==> src/rtl/rot_pkg.sv <==
// Shared types for the rotate/shift unit: op encoding, FSM states and the width log2 helper.
package rot_pkg;

    typedef enum logic [2:0] {
        OP_ROL = 3'd0,
        OP_ROR = 3'd1,
        OP_SHL = 3'd2,
        OP_SHR = 3'd3,
        OP_SRA = 3'd4
    } op_e;

    typedef enum logic [1:0] {
        ST_IDLE = 2'd0,
        ST_RUN  = 2'd1,
        ST_DONE = 2'd2
    } state_e;

    // Smallest r with 2^r >= w; exact log2 for the power-of-two widths used here.
    function automatic int log2w(input int w);
        int r;
        r = 0;
        for (int i = 0; i < 31; i++) begin
            if ((1 << i) < w) r = i + 1;
        end
        return r;
    endfunction

endpackage

==> src/rtl/rot_shift_unit_if.sv <==
// Request/result handshake bundle for rot_shift_unit; slave is the unit, master the client.
interface rot_shift_unit_if #(
    parameter int WIDTH = 32,
    parameter int AMT_W = 32
);
    logic             in_valid;
    logic             in_ready;
    logic [2:0]       op;
    logic [WIDTH-1:0] data_in;
    logic [AMT_W-1:0] amount;
    logic             out_valid;
    logic             out_ready;
    logic [WIDTH-1:0] data_out;
    logic             zero;

    modport slave (
        input  in_valid, op, data_in, amount, out_ready,
        output in_ready, out_valid, data_out, zero
    );

    modport master (
        output in_valid, op, data_in, amount, out_ready,
        input  in_ready, out_valid, data_out, zero
    );
endinterface

==> src/rtl/rot_step.sv <==
// One conditional 2^k rotate/shift stage; the top iterates it over k = 0..log2(WIDTH)-1.
module rot_step
    import rot_pkg::*;
#(
    parameter int WIDTH = 32,
    parameter int LOG2  = log2w(WIDTH),
    parameter int K_W   = (LOG2 > 1) ? $clog2(LOG2) : 1
) (
    input  logic [WIDTH-1:0] word,
    input  logic [2:0]       op,
    input  logic [K_W-1:0]   k,
    input  logic             en,
    input  logic             fill,
    output logic [WIDTH-1:0] result
);

    logic [WIDTH-1:0] rol_s [LOG2];
    logic [WIDTH-1:0] ror_s [LOG2];
    logic [WIDTH-1:0] shl_s [LOG2];
    logic [WIDTH-1:0] shr_s [LOG2];
    logic [WIDTH-1:0] sra_s [LOG2];

    // Every stage distance is at most WIDTH/2, so the fixed slices are always legal.
    generate
        for (genvar gi = 0; gi < LOG2; gi++) begin : g_stage
            localparam int S = 1 << gi;
            assign rol_s[gi] = {word[WIDTH-S-1:0], word[WIDTH-1:WIDTH-S]};
            assign ror_s[gi] = {word[S-1:0], word[WIDTH-1:S]};
            assign shl_s[gi] = {word[WIDTH-S-1:0], {S{1'b0}}};
            assign shr_s[gi] = {{S{1'b0}}, word[WIDTH-1:S]};
            assign sra_s[gi] = {{S{fill}}, word[WIDTH-1:S]};
        end
    endgenerate

    always_comb begin
        result = word;
        if (en) begin
            case (op)
                OP_ROL:  result = rol_s[k];
                OP_ROR:  result = ror_s[k];
                OP_SHL:  result = shl_s[k];
                OP_SHR:  result = shr_s[k];
                OP_SRA:  result = sra_s[k];
                default: result = word;
            endcase
        end
    end

endmodule

==> src/rtl/rot_shift_unit.sv <==
// Bit-serial-by-stage rotate/shift unit: one 2^k stage per RUN cycle, IDLE/RUN/DONE handshake.
// Optional build macro ROT_EARLY_EXIT_EN finishes as soon as no higher count bits remain.
module rot_shift_unit
    import rot_pkg::*;
#(
    parameter int WIDTH = 32,
    parameter int AMT_W = 32
) (
    input  logic           clk,
    input  logic           rst_n,
    rot_shift_unit_if.slave bus
);

    localparam int LOG2 = log2w(WIDTH);
    localparam int K_W  = (LOG2 > 1) ? $clog2(LOG2) : 1;

    state_e           state_reg, state_next;
    logic [2:0]       op_reg;
    logic [WIDTH-1:0] word_reg;
    logic [LOG2-1:0]  cnt_reg;
    logic [K_W-1:0]   k_reg;
    logic             fill_reg;

    logic [LOG2-1:0]  eff_cnt;
    logic [WIDTH-1:0] step_out;
    logic             accept;
    logic             last_step;
    logic             hi_zero;
    logic [LOG2-1:0]  cnt_rem;

    // Reduce the full amount so every bit participates; synthesises to the low LOG2 bits.
    assign eff_cnt   = LOG2'(bus.amount % AMT_W'(WIDTH));
    assign accept    = (state_reg == ST_IDLE) && bus.in_valid;
    assign last_step = (k_reg == K_W'(LOG2 - 1));
    assign cnt_rem   = cnt_reg >> k_reg;
    assign hi_zero   = ((cnt_rem >> 1) == '0);

    rot_step #(
        .WIDTH (WIDTH),
        .LOG2  (LOG2),
        .K_W   (K_W)
    ) u_step (
        .word   (word_reg),
        .op     (op_reg),
        .k      (k_reg),
        .en     (cnt_reg[k_reg]),
        .fill   (fill_reg),
        .result (step_out)
    );

    always_ff @(posedge clk or negedge rst_n) begin
        if (!rst_n) begin
            state_reg <= ST_IDLE;
        end else begin
            state_reg <= state_next;
        end
    end

    always_comb begin
        state_next = state_reg;
        case (state_reg)
            ST_IDLE: begin
                if (accept) begin
`ifdef ROT_EARLY_EXIT_EN
                    state_next = (eff_cnt == '0) ? ST_DONE : ST_RUN;
`else
                    state_next = ST_RUN;
`endif
                end
            end
            ST_RUN: begin
`ifdef ROT_EARLY_EXIT_EN
                if (last_step || hi_zero) state_next = ST_DONE;
`else
                if (last_step) state_next = ST_DONE;
`endif
            end
            ST_DONE: begin
                if (bus.out_ready) state_next = ST_IDLE;
            end
            default: state_next = ST_IDLE;
        endcase
    end

    always_comb begin
        bus.in_ready  = (state_reg == ST_IDLE);
        bus.out_valid = (state_reg == ST_DONE);
        bus.data_out  = (state_reg == ST_DONE) ? word_reg : '0;
        bus.zero      = (state_reg == ST_DONE) && (word_reg == '0);
    end

    // Datapath: capture on accept, one stage per RUN cycle, frozen in DONE.
    always_ff @(posedge clk or negedge rst_n) begin
        if (!rst_n) begin
            op_reg   <= '0;
            word_reg <= '0;
            cnt_reg  <= '0;
            k_reg    <= '0;
            fill_reg <= 1'b0;
        end else if (accept) begin
            op_reg   <= bus.op;
            word_reg <= bus.data_in;
            cnt_reg  <= eff_cnt;
            k_reg    <= '0;
            fill_reg <= bus.data_in[WIDTH-1];
        end else if (state_reg == ST_RUN) begin
            word_reg <= step_out;
            k_reg    <= k_reg + 1'b1;
        end
    end

    // hi_zero only steers the early-exit build.
    logic unused_ok;
    assign unused_ok = hi_zero;

endmodule

==> src/flat_wrapper.sv <==
// flat-port wrapper written by rule: the top's interface ports become plain ports
module rot_shift_unit_flat import rot_pkg::*;
#(
    parameter int WIDTH = 32,
    parameter int AMT_W = 32
)
  (clk, rst_n, bus_in_valid, bus_op, bus_data_in, bus_amount, bus_out_ready, bus_in_ready, bus_out_valid, bus_data_out, bus_zero);
  rot_shift_unit_if #(.WIDTH(WIDTH), .AMT_W(AMT_W)) bus_i ();
  input  logic clk;
  input  logic rst_n;
  input wire logic [$bits(bus_i.in_valid)-1:0] bus_in_valid;
  input wire logic [$bits(bus_i.op)-1:0] bus_op;
  input wire logic [$bits(bus_i.data_in)-1:0] bus_data_in;
  input wire logic [$bits(bus_i.amount)-1:0] bus_amount;
  input wire logic [$bits(bus_i.out_ready)-1:0] bus_out_ready;
  output wire logic [$bits(bus_i.in_ready)-1:0] bus_in_ready;
  output wire logic [$bits(bus_i.out_valid)-1:0] bus_out_valid;
  output wire logic [$bits(bus_i.data_out)-1:0] bus_data_out;
  output wire logic [$bits(bus_i.zero)-1:0] bus_zero;
  assign bus_i.in_valid = bus_in_valid;
  assign bus_i.op = bus_op;
  assign bus_i.data_in = bus_data_in;
  assign bus_i.amount = bus_amount;
  assign bus_i.out_ready = bus_out_ready;
  assign bus_in_ready = bus_i.in_ready;
  assign bus_out_valid = bus_i.out_valid;
  assign bus_data_out = bus_i.data_out;
  assign bus_zero = bus_i.zero;
  rot_shift_unit #(.WIDTH(WIDTH), .AMT_W(AMT_W)) u_core (.clk(clk), .rst_n(rst_n), .bus(bus_i));
endmodule
==> config.mk <==
export PLATFORM = sky130hd
export DESIGN_NAME = rot_shift_unit_flat
export DESIGN_NICKNAME = d
export VERILOG_FILES = /design/src/rtl/rot_pkg.sv /design/src/rtl/rot_shift_unit_if.sv /design/src/rtl/rot_step.sv /design/src/rtl/rot_shift_unit.sv /design/src/flat_wrapper.sv
export SDC_FILE = /design/constraint.sdc
export NUM_CORES = 1
export LEC_CHECK = 0
export CORE_AREA = 2 2 100 141
export CTS_BUF_LIST = sky130_fd_sc_hd__clkbuf_4 sky130_fd_sc_hd__clkbuf_8
export CTS_CLUSTER_DIAMETER = 100
export DETAILED_ROUTE_END_ITERATION = 10
export DIE_AREA = 0 0 102 143
export HOLD_SLACK_MARGIN = 0.1
export PLACE_DENSITY = 0.68
export RECOVER_POWER = 25
export SKIP_CTS_REPAIR_TIMING = 1
export SYNTH_ARGS = -nofsm -noshare
export SYNTH_HDL_FRONTEND = slang
export SYNTH_SLANG_ARGS = --single-unit
==> constraint.sdc <==
create_clock -name clk -period 2.84 [get_ports clk]
set_clock_uncertainty 0.2 [all_clocks]
set_input_delay 0.568 -clock clk [delete_from_list [all_inputs] [get_ports clk]]
set_output_delay 0.568 -clock clk [all_outputs]
set_load 0.02 [all_outputs]
==> impl_results.md <==
- Nets: 793
- Slowest CP cell: dfrtp_1
- Max reg flops: 32
- # rows: 50
- Clock buffer count from CTS: 5
- Post-Syn Nets: 729
- Signal arrival time at the worst endpoint: 2.00 ns
- RSZ-0062 raised after global routing: false
- Final Total Pwr: 8.55 mW
- Die X: 102 um
- GRT Total Usage: 0.310
- Clk_lat worst skew: 0.32 ns
- H-tree levels: 2
- Max_cap viols: 0
- Fin. Hold Viols: 0
- Cell-by-cell listing of the critical path: nor4_4, buf_4, nand4_1, nor3_2, buf_4, buf_4
- Initial Utilization: 0.396
- Number of synthesized flops with an enable pin: 0
- Cell area power density: 1300 mW/mm2
- CP bufs+invs: 3
- Peak VDD IR: 481 uV
- Yosys cell types: 53
- Total grt overflow: 0
- Final Hold Slack: 0.283 ns
- Slew HR: 0.305
- CTS tree: yes
- Global-route wire length before repair: 34200 um
- Cell Area, Synth: 0.00525 mm2
- Status: finished clean
- Sequential-to-total area share from yosys stat: 0.219
- Final core occ: 0.498
- ANT cells: 0
- Port buffer count: 78
- Most common cell on crit path: buf_4
- Total placed cells including tap cells: 894
- Critical Path Source Type: register
- Setup-failing EPs final: 0
- Number of DRC markers in iteration 0: 698
- Ports: 106
- Routed vias/inst: 6.51
- Cells after Synth: 656
- Async SR Flop Fraction: 1.00
- Routed met2 length: 10700 um
- HPWL after DPL: 15800 um
- Min Tclk post-route: 2.77 ns
- Die height: 143 um
- Fin. max-slew vios: 0
- Layout cells sized above 1: 0.183
- Critical path endpoint category: output port
- Clock transition at path regs: 0.10 ns
- Routed length per placed instance: 24.8 um
- Peak Freq: 361 MHz
- Largest net degree at the start of global routing: 56
- CORE AREA: 0.0133 mm2
- Reg2Reg Depth: 6
- Clock buffer depth: 2
- Seq cells post-synth: 46
- Warnings, synthesis: 0
- Routability cong.: 1.05
- Initial antenna violation count: 2
- Via count: 5876
- Avg Inst Size Synth: 8.00 um2
- Die area: 0.0146 mm2
- Hold WC Path Type: reg -> reg
- First-pass iteration count of the detailed router: 6
- Crit path max fanout: 2
- Worst path required time: 2.07 ns
- Setup Crit Path Kind: reg -> out
- Antenna-violating nets left: 0
- CTS Root Cell: clkbuf_8
- CP peak stage delay: 0.42 ns
- Family with the most delay on the worst path: simple AND/OR/NAND/NOR gates
- Final period util: 0.975
- Non-Filler Instances: 903
- Hold Path Cell Cnt: 2
- Met3 Wirelength: 2010 um
- Pleak: 2.87 nW
- Met1 Wirelength: 8040 um
- Vias in the first global route: 5828
- Max layer used: met5
- Ys flop type: dfrtp_1
- Worst-Margin Slew: 1.04 ns
- Drt drc: 0
- Clock Sinks: 46
- Final wirelength: 22400 um
- Synth-to-layout area growth: 25.8%
- CP Depth: 6
==> routing by layer <==
layer / global-route usage / vias up
met4: 0.201 / 4
li1: - / 2547
met3: 0.0509 / 111
met1: 0.383 / 2801
met2: 0.493 / 413
met5: 0 / -
==> per-stage QoR <==
step / TNS [ns] / cell area [um2] / worst slack (ns)
after floorplan: 0 / 5250 / 0.624
after global routing: 0 / 6600 / 0.0202
final: 0 / 6600 / 0.0706
after global placement: -0.222 / 6440 / -0.222
after detailed placement: -0.254 / 6440 / -0.254
after CTS: -0.821 / 6530 / -0.635
==> final timing paths <==
kind                            slack [ns]             endpoint           startpoint
worst max-delay path                  0.07             bus_zero  u_core.word_reg[21]
worst min-delay path                  0.28    u_core.cnt_reg[4]    u_core.cnt_reg[4]
worst max register to register        0.17  u_core.word_reg[11]      u_core.k_reg[1]
worst min register to register        0.28    u_core.cnt_reg[4]    u_core.cnt_reg[4]
max in group asynchronous             0.45  u_core.word_reg[27]                rst_n
min in group asynchronous             0.61      u_core.fill_reg                rst_n
==> Yosys cell counts, drive strengths merged (6+ instances only) <==
library cell   n  area [um2]
a211oi        23         173
a221oi         6        58.8
nor4           8        50.1
nand2         75         282
a22o           6        52.6
o22ai         13        81.3
mux2i         16         160
and2          34         215
dfrtp         46        1150
o21ai         62         310
a22oi          6        45.0
buf           45         249
mux4          40         901
clkbuf        48         180
a31oi          8        50.1
nor2b         17         106
o32ai         15         131
a21oi         33         165
nor2          71         267
nor3          13        70.1
nand2b        11        68.8
==> report_power, final <==
group | internal, mW | switching (mW)
Sequential | 0.957 | 0.360
Combinational | 2.88 | 3.90
Clock | 0.196 | 0.259
==> layout by cell type, fill, tap and decap left out, types with 3 or more instances in the layout <==
cell and count:
o21ai_1 4, a221o_1 4, nor2b_1 15, clkbuf_8 6, and3_1 5, a22o_1 6, a21oi_1 33, o32ai_1 15
nor4_1 7, inv_1 5, a31oi_1 8, o22ai_1 13, mux2_2 3, nor3b_1 3, mux2i_1 16, and2_1 33
dlymetal6s2s_1 18, nand2b_1 11, nor2_1 71, clkdlybuf4s50_1 58, o221ai_1 4, a21o_1 4, dfrtp_1 44, a211oi_1 23
buf_12 6, nand2_1 75, mux4_2 40, a22oi_1 6, buf_4 65, a32oi_1 5, nand3_1 3, a221oi_1 5
a32o_1 5, nor3_1 11, o21ai_0 58
==> worst reg2reg max path: stages (launching register included) <==
cell and delay (ns):
dfrtp_2 0.49, nor2b_2 0.41, a22o_1 0.22, a32oi_1 0.13
o21ai_1 0.55, o21ai_0 0.18, o21ai_0 0.37
==> logic make-up (layout without fill, tap and decap cells) <==
kind of cell	Yosys count	after routing	synth area share
xor gates and xnor gates	2	2	0.00334
adders and majority gates	2	2	0.00477
DFF	46	46	0.219
AOI/OAI and AO/OA	204	204	0.258
muxes	59	59	0.209
buffers and inverters	100	165	0.0868
and+or+nand+nor	243	243	0.220
==> layout make-up <==
| type | instances | area (um2) |
|---|---|---|
| timing repair buffer | 150 | 1430 |
| inverter | 7 | 26.3 |
| clock inverter | 2 | 12.5 |
| tap | 182 | 228 |
| multi-input combinational | 510 | 3670 |
| clock buffer | 6 | 82.6 |
| fill | 1302 | 6660 |
| sequential | 46 | 1160 |
Note: power is estimated with default switching activity, not from simulation.
